<file path="src/rtl/max_tree_pipe.sv">
// max_tree_pipe: pipelined reduction of CHANNELS operands to one extreme value
// (maximum or minimum, signed or unsigned) plus the lane index it came from.
//
// Each level of the binary comparator tree is one register stage, so a beat
// leaves STAGES = clog2(CHANNELS) cycles after it is accepted when the output
// is not stalled. The mode bits travel with every beat. Each stage has its own
// valid bit, and a stage refills whenever the stage after it moves. This keeps
// full throughput and removes bubbles while the output is stalled.
//
// Ports:
//   clk, rst              clock (rising edge), asynchronous active-high reset
//   in_valid / in_ready   input handshake
//   in_data               packed operands, lane k at [k*WIDTH +: WIDTH]
//   in_mask               1 = lane takes part in the reduction
//   in_min                0 = select maximum, 1 = select minimum
//   in_signed             1 = two's-complement compare
//   out_valid / out_ready output handshake
//   out_data, out_idx     selected value and its lane index
//   out_none              every lane of the beat was masked (data/idx are 0)
module max_tree_pipe #(
    parameter int CHANNELS = 4,
    parameter int WIDTH    = 8,
    parameter int IDXW     = $clog2(CHANNELS)
) (
    input  logic                      clk,
    input  logic                      rst,
    input  logic                      in_valid,
    output logic                      in_ready,
    input  logic [CHANNELS*WIDTH-1:0] in_data,
    input  logic [CHANNELS-1:0]       in_mask,
    input  logic                      in_min,
    input  logic                      in_signed,
    output logic                      out_valid,
    input  logic                      out_ready,
    output logic [WIDTH-1:0]          out_data,
    output logic [IDXW-1:0]           out_idx,
    output logic                      out_none
);

    localparam int STAGES = $clog2(CHANNELS);

    // Number of nodes at a tree level (level 0 = the input lanes).
    function automatic int lvl_cnt(input int lvl);
        int n;
        n = CHANNELS;
        for (int k = 0; k < lvl; k++) begin
            n = (n + 1) / 2;
        end
        return n;
    endfunction

    // True when the left (lower-index) child should win. Flipping the MSB
    // turns a two's-complement compare into an unsigned one. Because of the
    // equality terms, ties go to the lower index in both modes.
    function automatic logic left_wins(input logic [WIDTH-1:0] a, input logic [WIDTH-1:0] b,
                                       input logic mn, input logic sg);
        logic [WIDTH-1:0] flip;
        logic [WIDTH-1:0] ka;
        logic [WIDTH-1:0] kb;
        flip            = '0;
        flip[WIDTH-1]   = sg;
        ka              = a ^ flip;
        kb              = b ^ flip;
        return mn ? (ka <= kb) : (ka >= kb);
    endfunction

    // Registered node state for each stage; stage s holds tree level s.
    logic [WIDTH-1:0] node_val  [1:STAGES][0:CHANNELS-1];
    logic [IDXW-1:0]  node_idx  [1:STAGES][0:CHANNELS-1];
    logic             node_flag [1:STAGES][0:CHANNELS-1];
    logic [STAGES:1]  stage_vld;
    logic [STAGES:1]  stage_min;
    logic [STAGES:1]  stage_sgn;

    // Combinational next values feeding each stage.
    logic [WIDTH-1:0] nxt_val   [1:STAGES][0:CHANNELS-1];
    logic [IDXW-1:0]  nxt_idx   [1:STAGES][0:CHANNELS-1];
    logic             nxt_flag  [1:STAGES][0:CHANNELS-1];
    logic [STAGES:1]  src_vld;
    logic [STAGES:1]  src_min;
    logic [STAGES:1]  src_sgn;
    logic [STAGES+1:1] load;

    assign load[STAGES+1] = out_ready;

    generate
        for (genvar gi = 1; gi <= STAGES; gi++) begin : g_stage
            localparam int NIN  = lvl_cnt(gi - 1);
            localparam int NOUT = lvl_cnt(gi);

            if (gi == 1) begin : g_src_in
                assign src_vld[gi] = in_valid;
                assign src_min[gi] = in_min;
                assign src_sgn[gi] = in_signed;
            end else begin : g_src_reg
                assign src_vld[gi] = stage_vld[gi-1];
                assign src_min[gi] = stage_min[gi-1];
                assign src_sgn[gi] = stage_sgn[gi-1];
            end

            // A stage loads when it is empty or its contents move on.
            assign load[gi] = ~stage_vld[gi] | load[gi+1];

            for (genvar gj = 0; gj < CHANNELS; gj++) begin : g_node
                if (gj < NOUT) begin : g_live
                    logic [WIDTH-1:0] l_val;
                    logic [WIDTH-1:0] r_val;
                    logic [IDXW-1:0]  l_idx;
                    logic [IDXW-1:0]  r_idx;
                    logic             l_flag;
                    logic             r_flag;
                    logic             pick_l;
                    logic             pick_r;

                    if (gi == 1) begin : g_leaf
                        assign l_val  = in_data[2*gj*WIDTH +: WIDTH];
                        assign l_idx  = IDXW'(2*gj);
                        assign l_flag = in_mask[2*gj];
                        if (2*gj + 1 < NIN) begin : g_pair
                            assign r_val  = in_data[(2*gj+1)*WIDTH +: WIDTH];
                            assign r_idx  = IDXW'(2*gj + 1);
                            assign r_flag = in_mask[2*gj+1];
                        end else begin : g_odd
                            // An odd lane out faces an empty partner, so it
                            // passes through unchanged.
                            assign r_val  = '0;
                            assign r_idx  = '0;
                            assign r_flag = 1'b0;
                        end
                    end else begin : g_inner
                        assign l_val  = node_val[gi-1][2*gj];
                        assign l_idx  = node_idx[gi-1][2*gj];
                        assign l_flag = node_flag[gi-1][2*gj];
                        if (2*gj + 1 < NIN) begin : g_pair
                            assign r_val  = node_val[gi-1][2*gj+1];
                            assign r_idx  = node_idx[gi-1][2*gj+1];
                            assign r_flag = node_flag[gi-1][2*gj+1];
                        end else begin : g_odd
                            assign r_val  = '0;
                            assign r_idx  = '0;
                            assign r_flag = 1'b0;
                        end
                    end

                    assign pick_l = l_flag & (~r_flag | left_wins(l_val, r_val, src_min[gi], src_sgn[gi]));
                    assign pick_r = r_flag & ~pick_l;

                    assign nxt_val[gi][gj]  = pick_l ? l_val : (pick_r ? r_val : '0);
                    assign nxt_idx[gi][gj]  = pick_l ? l_idx : (pick_r ? r_idx : '0);
                    assign nxt_flag[gi][gj] = l_flag | r_flag;
                end else begin : g_dead
                    assign nxt_val[gi][gj]  = '0;
                    assign nxt_idx[gi][gj]  = '0;
                    assign nxt_flag[gi][gj] = 1'b0;
                end
            end
        end
    endgenerate

    always_ff @(posedge clk or posedge rst) begin
        if (rst) begin
            stage_vld <= '0;
            stage_min <= '0;
            stage_sgn <= '0;
            for (int s = 1; s <= STAGES; s++) begin
                for (int j = 0; j < CHANNELS; j++) begin
                    node_val[s][j]  <= '0;
                    node_idx[s][j]  <= '0;
                    node_flag[s][j] <= 1'b0;
                end
            end
        end else begin
            for (int s = 1; s <= STAGES; s++) begin
                if (load[s]) begin
                    stage_vld[s] <= src_vld[s];
                    // Payload changes only for real beats, so a bubble never
                    // disturbs the registers.
                    if (src_vld[s]) begin
                        stage_min[s] <= src_min[s];
                        stage_sgn[s] <= src_sgn[s];
                        for (int j = 0; j < CHANNELS; j++) begin
                            node_val[s][j]  <= nxt_val[s][j];
                            node_idx[s][j]  <= nxt_idx[s][j];
                            node_flag[s][j] <= nxt_flag[s][j];
                        end
                    end
                end
            end
        end
    end

    assign in_ready  = load[1];
    assign out_valid = stage_vld[STAGES];
    assign out_data  = node_val[STAGES][0];
    assign out_idx   = node_idx[STAGES][0];
    // Gated with valid so that out_none reads 0 after reset.
    assign out_none  = stage_vld[STAGES] & ~node_flag[STAGES][0];

endmodule

</file>
<file path="config.mk">
export PLATFORM = sky130hd
export DESIGN_NAME = max_tree_pipe
export DESIGN_NICKNAME = d
export VERILOG_FILES = /design/src/rtl/max_tree_pipe.sv
export SDC_FILE = /design/constraint.sdc
export NUM_CORES = 1
export LEC_CHECK = 0
export ABC_AREA = 1
export ABC_CLOCK_PERIOD_IN_PS = 1900
export CAP_MARGIN = 20
export CORE_ASPECT_RATIO = 0.75
export CORE_MARGIN = 2
export CORE_UTILIZATION = 50
export DETAILED_ROUTE_END_ITERATION = 12
export DONT_BUFFER_PORTS = 1
export GPL_ROUTABILITY_DRIVEN = 0
export GPL_TIMING_DRIVEN = 0
export PLACE_DENSITY_LB_ADDON = 0.1
export SYNTH_ARGS = -nofsm -noshare
export SYNTH_HDL_FRONTEND = slang
export SYNTH_SLANG_ARGS = --single-unit
</file>
<file path="constraint.sdc">
create_clock -name clk -period 1.9 [get_ports clk]
set_clock_uncertainty 0.2 [all_clocks]
set_input_delay 0 -clock clk [delete_from_list [all_inputs] [get_ports clk]]
set_output_delay 0 -clock clk [all_outputs]
set_load 0.02 [all_outputs]
</file>
==> run summary, run 1 <==
Reg2reg start: stage_sgn[1]
Worst-Margin Slew: 0.640 ns
Vias in the first global route: 2364
Max-cap viol count: 0
Syn avg cell area: 7.10 µm²
Largest net degree at the start of global routing: 23
Design Area, Final: 0.00335 mm²
Area post-placement: 0.00263 mm²
Global-route wire length before repair: 10500 µm
Drt initial violations: 113
H-tree depth: 2
DP Wirelength: 4480 µm
Number of synthesized flops with an enable pin: 0
Yosys Warn Count: 0
Antenna-violating nets left: 0
Maximum clock rate: 0.449 GHz
Status: complete, but fails checks
Most used flip-flop cell after synthesis: dfrtp_1
Initial Util: 0.516
Worst hold path depth: 4
DRC errors left: 1
Root Buffer: clkbuf_8
Crit path launch type: flop
Most frequent cell after synthesis: nand2_1
Total chip power: 2.64 mW
Share of cells above drive strength 1: 0.145
Max_slew headroom: 0.573
Reg2reg path depth: 11
Core area: 0.00487 mm²
Min-delay worst type: in -> reg
First-pass DRT Iterations: 8
Hold endpoint: g_stage[2].g_node[0].g_live.l_val[5]
Clk Latency, worst-skew pair: 0.28 ns
Setup WS post-layout: -0.327 ns
PD cells: 790 mW/mm²
HP Start: in_data[13]
P_leak: 1.80 nW
Async set or reset register ratio after synthesis: 1.00
DR WL/cell: 13.6 µm
Total die area: 0.00562 mm²
Data arrival, critical path: 2.20 ns
Worst EP required: 1.87 ns
Top cell type by total area after synthesis: dfrtp_1
Port buffer count: 0
Vias: 2444
Mapped Cells: 354
Max clock buf depth: 2
RSZ-0062 raised after global routing: true
Via density: 5.16
Tot GR Track Use: 0.238
Filler cell count: 405
Class of the most critical setup path: reg -> reg
Worst-case vdd ir drop: 336 µV
Final setup viols: 10
# IOs: 55
Total wire length: 6430 µm
Fin. Hold Viols: 0
Post-synthesis register bit count: 36
Post-Syn Area: 0.00251 mm²
Num CTS Buffers: 5
CTS tree: yes
DIE HEIGHT: 65.4 µm
Rows: 22
Area grow syn2layout: 33.0%
Antenna violations before repair: 0
N_diodes: 0
Post-synth net total: 419
Ranking of synthesized cells by area: dfrtp_1 (36%), nand2_1 (20%), ha_1 (11%), nand3_1 (8.6%), inv_1 (7.2%)
Synth top cells by count: nand2_1 (132), inv_1 (48), nand3_1 (43)
Flop-to-flop setup slack: -0.33 ns
Crit. End Element: flop
Post-route clock period utilization: 1.17
Failing checks: design-rule violations, negative setup slack
RR Endpoint: out_data[7]
CTS Sinks: 36
Max FO, Critical Path: 5
Total gr overflow: 0
Die width: 85.9 µm
Hold slack: 0.0161 ns
Share of the synthesized area in the top cell type: 0.358
Final nets: 479
Worst-path clk slew: 0.07 ns
Max-slew violation total from the final report: 0
Post-synth cell types: 25
Post-layout minimum cycle time: 2.23 ns
Seq/Total Area, Yosys: 0.358
[cell type report]
type                       count  area [µm²]  area share
sequential                    36         901       0.269
timing repair buffer          52         534       0.160
clock inverter                 1        5.00     0.00150
clock buffer                   6        72.6      0.0217
tap                           60        75.1      0.0224
buffer                        10        47.5      0.0142
inverter                      49         184      0.0550
multi-input combinational    260        1530       0.456
[worst max-delay path by stage]
stage	to	slack, ns	startpoint
after global routing	out_idx[0]	-0.50	stage_sgn[1]
after detailed placement	out_data[7]	-0.31	g_stage[2].g_node[0].g_live.l_val[7]
after floorplan	out_idx[0]	-0.09	g_stage[2].g_node[0].g_live.l_val[7]
final	out_data[7]	-0.33	stage_sgn[1]
after global placement	out_data[7]	-0.29	g_stage[2].g_node[0].g_live.l_val[7]
after CTS	out_data[7]	-0.29	stage_sgn[1]
[flip-flops by register name (all words and copies together) (netlist names), 2 cells and up]
name	cells
g_stage.g_node.g_live.l_val	8
g_stage.g_node.g_live.r_val	8
out_data	8
g_stage.g_node.g_live.r_idx	2
out_idx	2
stage_vld	2
[layout by cell type (no fill, tap or decap)]
master	count
clkbuf_4	1
clkbuf_1	7
inv_2	7
o21a_1	2
a31oi_1	2
nor3_1	1
nor2_1	8
dlymetal6s4s_1	5
o21ai_2	7
o21bai_1	1
buf_4	8
a21oi_1	6
nand3_1	42
clkbuf_8	5
o21ai_1	3
buf_6	1
o21ai_0	12
dfrtp_1	36
clkbuf_2	2
nand2_4	1
clkinv_2	1
nand2_1	125
xnor2_1	2
xor2_1	2
nor2_2	1
ha_4	5
a21boi_0	1
ha_1	18
nor2_4	1
nand3_4	4
dlygate4sd3_1	38
a41oi_1	1
a21oi_2	1
nand2_8	1
buf_16	1
nand2_2	13
inv_1	42
[layer usage]
layer | vias up | global-route usage | wire (µm)
met5 | - | 0 | 0
met4 | 0 | 0.0357 | 59
met3 | 7 | 0.0553 | 326
met2 | 62 | 0.410 | 3040
met1 | 1131 | 0.312 | 3010
li1 | 1244 | - | -
[cells by family after synthesis]
| family | after synthesis | share of synthesized area |
|---|---|---|
| compound gates | 36 | 0.0886 |
| xor+xnor | 4 | 0.0139 |
| buf+inv | 59 | 0.0891 |
| flops | 36 | 0.358 |
| simple gates | 196 | 0.336 |
| fa+ha+maj | 23 | 0.114 |
[worst max-delay path: stages, from the launching register on]
cell,delay (ns)
dfrtp_1,0.42
xnor2_1,0.14
ha_1,0.32
nand2_2,0.10
nor3_1,0.06
a31oi_1,0.27
nand3_4,0.19
buf_4,0.18
nand3_1,0.06
nand2_1,0.07
nand2_1,0.06
nand2_1,0.05
[where the power goes]
part	switching, mW	internal, mW
Combinational	0.555	0.437
Sequential	0.226	0.924
Clock	0.254	0.249
[per-stage QoR]
stage	worst slack [ns]	instances	util	setup TNS (ns)
after detailed placement	-0.305	415	0.540	-7.12
after global routing	-0.501	474	0.687	-4.57
final	-0.327	474	0.687	-3.01
after global placement	-0.291	414	0.535	-6.62
after CTS	-0.291	468	0.650	-2.74
after floorplan	-0.0867	354	-	-0.851
[timing repair]
| action | in CTS | in global routing |
|---|---|---|
| pin swaps | 2 | 7 |
| gates resized for setup | 5 | 33 |
| endpoints found under the hold margin | 62 | 3 |
| endpoints found under the setup margin | 32 | 33 |
| gates cloned | 0 | 1 |
| buffers inserted | 6 | 2 |
| hold buffers | 40 | 3 |
Note: power is estimated with default switching activity, not from simulation.
==> inputs of run 2 (changes only) <==
- SETUP_SLACK_MARGIN: default -> 0.15
==> run 2 against run 1 <==
Compared with the run above:
- sequential power about the same
- via count up 1.2%
- hold slack worse by 0.023 ns
- critical path depth unchanged
- total power down 0.66%
- non-clock buffer count down 8
- the flow finishes with violations (negative hold slack, negative setup slack)
- cell count down 1.3%
- largest cell class unchanged
- largest power group unchanged
- flip-flop and latch count unchanged
- combinational power down 2.4%
- worst setup slack better by 0.011 ns
- maximum frequency up 0.50%
==> run summary, run 2 (synthesis gave the netlist of run 1 again) <==
Post-layout minimum cycle time: 2.22 ns
Fin. Hold Viols: 2
Vias in the first global route: 2376
Max-cap viol count: 0
N_diodes: 0
Hold slack: -0.00714 ns
Met2 Use GR: 0.398
Die width: 85.9 µm
Total area of sequential cells: 902 µm²
Status: complete, but fails checks
CP max stage cell: dfrtp_1
DR WL/cell: 13.7 µm
Crit. End Element: flop
Maximum clock rate: 0.451 GHz
Worst slack, placed: -0.297 ns
DIE HEIGHT: 65.4 µm
Root Buffer: clkbuf_8
Class of the most critical setup path: reg -> reg
Worst EP required: 1.87 ns
Flop-to-flop setup slack: -0.32 ns
Multi-input logic area: 0.00152 mm²
RSZ-0062 raised after global routing: true
DRC errors left: 0
Max FO, Critical Path: 6
Filler cell count: 443
Max clock buf depth: 2
Num CTS Buffers: 5
GR peak layer: met2
Crit path launch type: flop
Worst-path clk slew: 0.07 ns
Max-slew violation total from the final report: 0
Port buffer count: 0
CTS Sinks: 36
Max_slew headroom: 0.464
Met1 usage in global routing: 0.312
Min-delay worst type: in -> reg
Met3 Resource Use GR: 0.0452
Tot GR Track Use: 0.236
# IOs: 55
Most common cell after layout, fill and taps aside: nand2_1
CTS tree: yes
Initial Util: 0.516
First-pass DRT Iterations: 6
Area grow syn2layout: 29.4%
Drt initial violations: 154
Post-layout util: 0.668
Total wire length: 6430 µm
Final nets: 473
DP Wirelength: 4440 µm
Global-route wire length before repair: 10500 µm
Failing checks: negative hold slack, negative setup slack
Area post-placement: 0.00264 mm²
Post-route clock period utilization: 1.17
Worst-case vdd ir drop: 287 µV
Via density: 5.29
Share of cells above drive strength 1: 0.125
Slowest stage delay, CP: 0.42 ns
Total die area: 0.00562 mm²
Design Area, Final: 0.00325 mm²
Vias: 2474
Total gr overflow: 0
Rows: 22
Data arrival, critical path: 2.19 ns
Core area: 0.00487 mm²
Critical-path cell list: xor2_1, ha_1, nand2_1, nor3_2, a31oi_2, nand3_4, nand2_4, nand3_1, nand2_1, nand2_1, nand2_1
Antenna violations before repair: 0
PD cells: 807 mW/mm²
Setup_tns: -3.01 ns
Final setup viols: 10
H-tree depth: 2
Cell repeated most along the worst path: nand2_1
Clk Latency, worst-skew pair: 0.28 ns
Commonest non-fill, non-tap cells in the layout: nand2_1 (127), inv_1 (46), nand3_1 (40), dlygate4sd3_1 (40), dfrtp_1 (35)
P_leak: 1.76 nW
Worst-Margin Slew: 0.803 ns
Largest net degree at the start of global routing: 20
Setup WS post-layout: -0.316 ns
Antenna-violating nets left: 0
==> run 2: power by group <==
part | internal [mW] | switching (mW)
clock network | 0.249 | 0.257
registers | 0.924 | 0.229
logic | 0.384 | 0.584
total | 1.56 | 1.07
==> run 2: final timing paths <==
path	startpoint	end	cells past startpoint
max	stage_sgn[1]	out_idx[0]	11
min reg2reg	g_stage[2].g_node[0].g_live.l_idx[0]	g_stage[2].g_node[0].g_live.l_idx[0]	2
min	in_mask[3]	g_stage[2].g_node[0].g_live.r_val[7]	7
min in group asynchronous	rst	g_stage[2].g_node[0].g_live.l_val[3]	2
max in group asynchronous	rst	stage_vld[2]	3
max reg2reg	stage_sgn[1]	out_idx[0]	11
==> run 2: layout make-up <==
cell class	instances	share of cell area
clock inverter	1	0.00154
clock buffer	6	0.0223
multi-input combinational	262	0.466
tap	60	0.0231
inverter	49	0.0565
buffer	10	0.0146
timing repair buffer	44	0.138
sequential	36	0.277
==> run 2: through the flow <==
stage          cells  power [mW]
5_1_grt          468        2.81
3_5_place_dp     415        1.94
6_report         468        2.63
3_3_place_gp     414        1.91
2_1_floorplan    354        1.75
4_1_cts          467        2.58
==> run 2: critical path, delay by kind of cell (launching register included) <==
family                   cells  cell delay, ns
AND/OR/NAND/NOR              8            0.86
XOR/XNOR                     1            0.15
adder cells (fa/ha/maj)      1            0.29
flip-flops                   1            0.42
AO/OA/AOI/OAI                1            0.18
==> run 2: per-layer routing <==
metal  vias to the layer above  part of all wire
met5                         -                 0
met4                         0            0.0092
met3                         9             0.062
met2                        73              0.47
met1                      1154              0.46
li1                       1238                 -
==> run 2: timing repair <==
action | 4_1_cts | 5_1_grt
endpoints found under the hold margin | 44 | 0
buffers inserted | 3 | 0
gates resized for setup | 10 | 17
cloned | 2 | 1
pin swaps | 4 | 4
endpoints found under the setup margin | 32 | 31
hold buffers | 40 | 0
==> inputs of run 3 (changes only) <==
- SKIP_CTS_REPAIR_TIMING: default -> 1
==> run 3 against run 2 <==
Compared with the run above:
- the run ends with design-rule violations, negative hold slack, negative setup slack left
- register-to-register slack gained 0.03 ns
- non-clock buffer count shrank 1
- combinational power shrank 5.2%
- maximum frequency grew 1.3%
- global-route usage shrank 2.7 points
- largest power group unchanged
- highest routed layer unchanged
==> run summary, run 3 (synthesis gave the netlist of run 1 again) <==
Commonest non-fill, non-tap cells in the layout: nand2_1 (130), inv_1 (47), nand3_1 (42), dlygate4sd3_1 (40), dfrtp_1 (35)
Crit. End Element: flop
Critical-path cell list: xnor2_1, ha_1, nand2_1, inv_1, nor2_1, o21a_1, nand3_1, nand3_4, nand2_8, nand3_1, nand2_1, nand2_1, nand2_1
Antenna violations before repair: 0
Setup WS post-layout: -0.288 ns
Root Buffer: clkbuf_8
Max-cap viol count: 0
Worst slack, placed: -0.297 ns
CP Launch Point: g_stage[2].g_node[0].g_live.r_val[7]
Total wire length: 6010 µm
Total die area: 0.00562 mm²
Met3 Resource Use GR: 0.0477
Reg2reg start: g_stage[2].g_node[0].g_live.r_val[7]
Worst-Margin Slew: 0.831 ns
Drt initial violations: 132
# IOs: 55
Max clock buf depth: 2
HP Start: in_mask[3]
Class of the most critical setup path: reg -> reg
Clk Latency, worst-skew pair: 0.28 ns
Post-layout util: 0.657
Max_slew headroom: 0.445
CTS Sinks: 36
Post-layout minimum cycle time: 2.19 ns
Total gr overflow: 0
Core area: 0.00487 mm²
DR WL/cell: 12.9 µm
Crit path launch type: flop
GR peak layer: met2
Design Area, Final: 0.00320 mm²
Slowest stage delay, CP: 0.42 ns
Status: complete, but fails checks
Vias in the first global route: 2103
Via density: 5.19
Final setup viols: 10
Largest net degree at the start of global routing: 20
Data arrival, critical path: 2.16 ns
Global-route wire length before repair: 9270 µm
Share of cells above drive strength 1: 0.101
CP bufs+invs: 1
DP Wirelength: 4440 µm
Area post-placement: 0.00264 mm²
Vias: 2413
Num CTS Buffers: 5
Met2 Use GR: 0.322
PD cells: 804 mW/mm²
Worst-path clk slew: 0.07 ns
First-pass DRT Iterations: 8
CP max stage cell: dfrtp_1
Die width: 85.9 µm
Post-route clock period utilization: 1.15
Worst-case vdd ir drop: 279 µV
Setup_tns: -2.66 ns
DRC errors left: 2
Failing checks: design-rule violations, negative hold slack, negative setup slack
RSZ-0062 raised after global routing: true
Top Family by Delay on Critical Path: simple AND/OR/NAND/NOR gates
Max FO, Critical Path: 10
Met1 usage in global routing: 0.296
Port buffer count: 0
Fin. Hold Viols: 5
DIE HEIGHT: 65.4 µm
Most common cell after layout, fill and taps aside: nand2_1
P_leak: 1.72 nW
Rows: 22
Area grow syn2layout: 27.2%
Hold slack: -0.0147 ns
H-tree depth: 2
Maximum clock rate: 0.457 GHz
Min-delay worst type: in -> reg
Max-slew violation total from the final report: 0
Tot GR Track Use: 0.209
Total chip power: 2.57 mW
Cell repeated most along the worst path: nand2_1
Fin cells: 465
Final nets: 470
Antenna-violating nets left: 0
Placed cell count: 415
Worst EP required: 1.87 ns
Initial Util: 0.516
N_diodes: 0
CTS tree: yes
-- run 3: changes by cell type in the layout (fill, tap and decap cells not counted), moves of 2 or more --
cell,previous run,this run
nand2_1,127,130
buf_4,5,3
nand2_4,8,4
nand2_2,6,4
nand3_1,40,42
-- run 3: final cells by class --
| cell class | count | area [µm²] |
|---|---|---|
| flip-flops and latches | 36 | 902 |
| plain buffers | 10 | 50.0 |
| inverters | 49 | 184 |
| clock buffers | 6 | 72.6 |
| well taps | 60 | 75.1 |
| clock inverters | 1 | 5.00 |
| multi-input cells | 260 | 1470 |
| repair buffers | 43 | 443 |
| fillers | 441 | 1670 |
-- run 3: worst paths after layout --
| check | endpoint | slack (ns) | cells after the start |
|---|---|---|---|
| worst max-delay path | out_data[6] | -0.29 | 13 |
| worst min register to register | g_stage[2].g_node[0].g_live.l_idx[0] | 0.29 | 2 |
| min in group asynchronous | g_stage[2].g_node[0].g_live.l_val[5] | 0.13 | 2 |
| worst max register to register | out_data[6] | -0.29 | 13 |
| worst min-delay path | g_stage[2].g_node[0].g_live.r_val[7] | -0.01 | 7 |
| max in group asynchronous | stage_vld[2] | 0.79 | 3 |
-- run 3: worst reg2reg max path: stages (launching register included) --
cell and delay (ns):
dfrtp_1 0.42, xnor2_1 0.14, ha_1 0.30, nand2_1 0.07
inv_1 0.03, nor2_1 0.08, o21a_1 0.15, nand3_1 0.17
nand3_4 0.17, nand2_8 0.09, nand3_1 0.07, nand2_1 0.06
nand2_1 0.07, nand2_1 0.05
-- run 3: where the power goes --
part / switching, mW / leakage [nW] / internal, mW
Combinational: 0.544 / 1.23 / 0.374
Clock: 0.252 / 0.0410 / 0.249
Sequential: 0.229 / 0.454 / 0.924
Total: 1.03 / 1.72 / 1.55
-- run 3: per-layer routing --
metal,wire length [µm],vias to the layer above
met5,0,-
met2,2680,70
li1,-,1228
met3,306,11
met4,84,0
met1,2940,1104
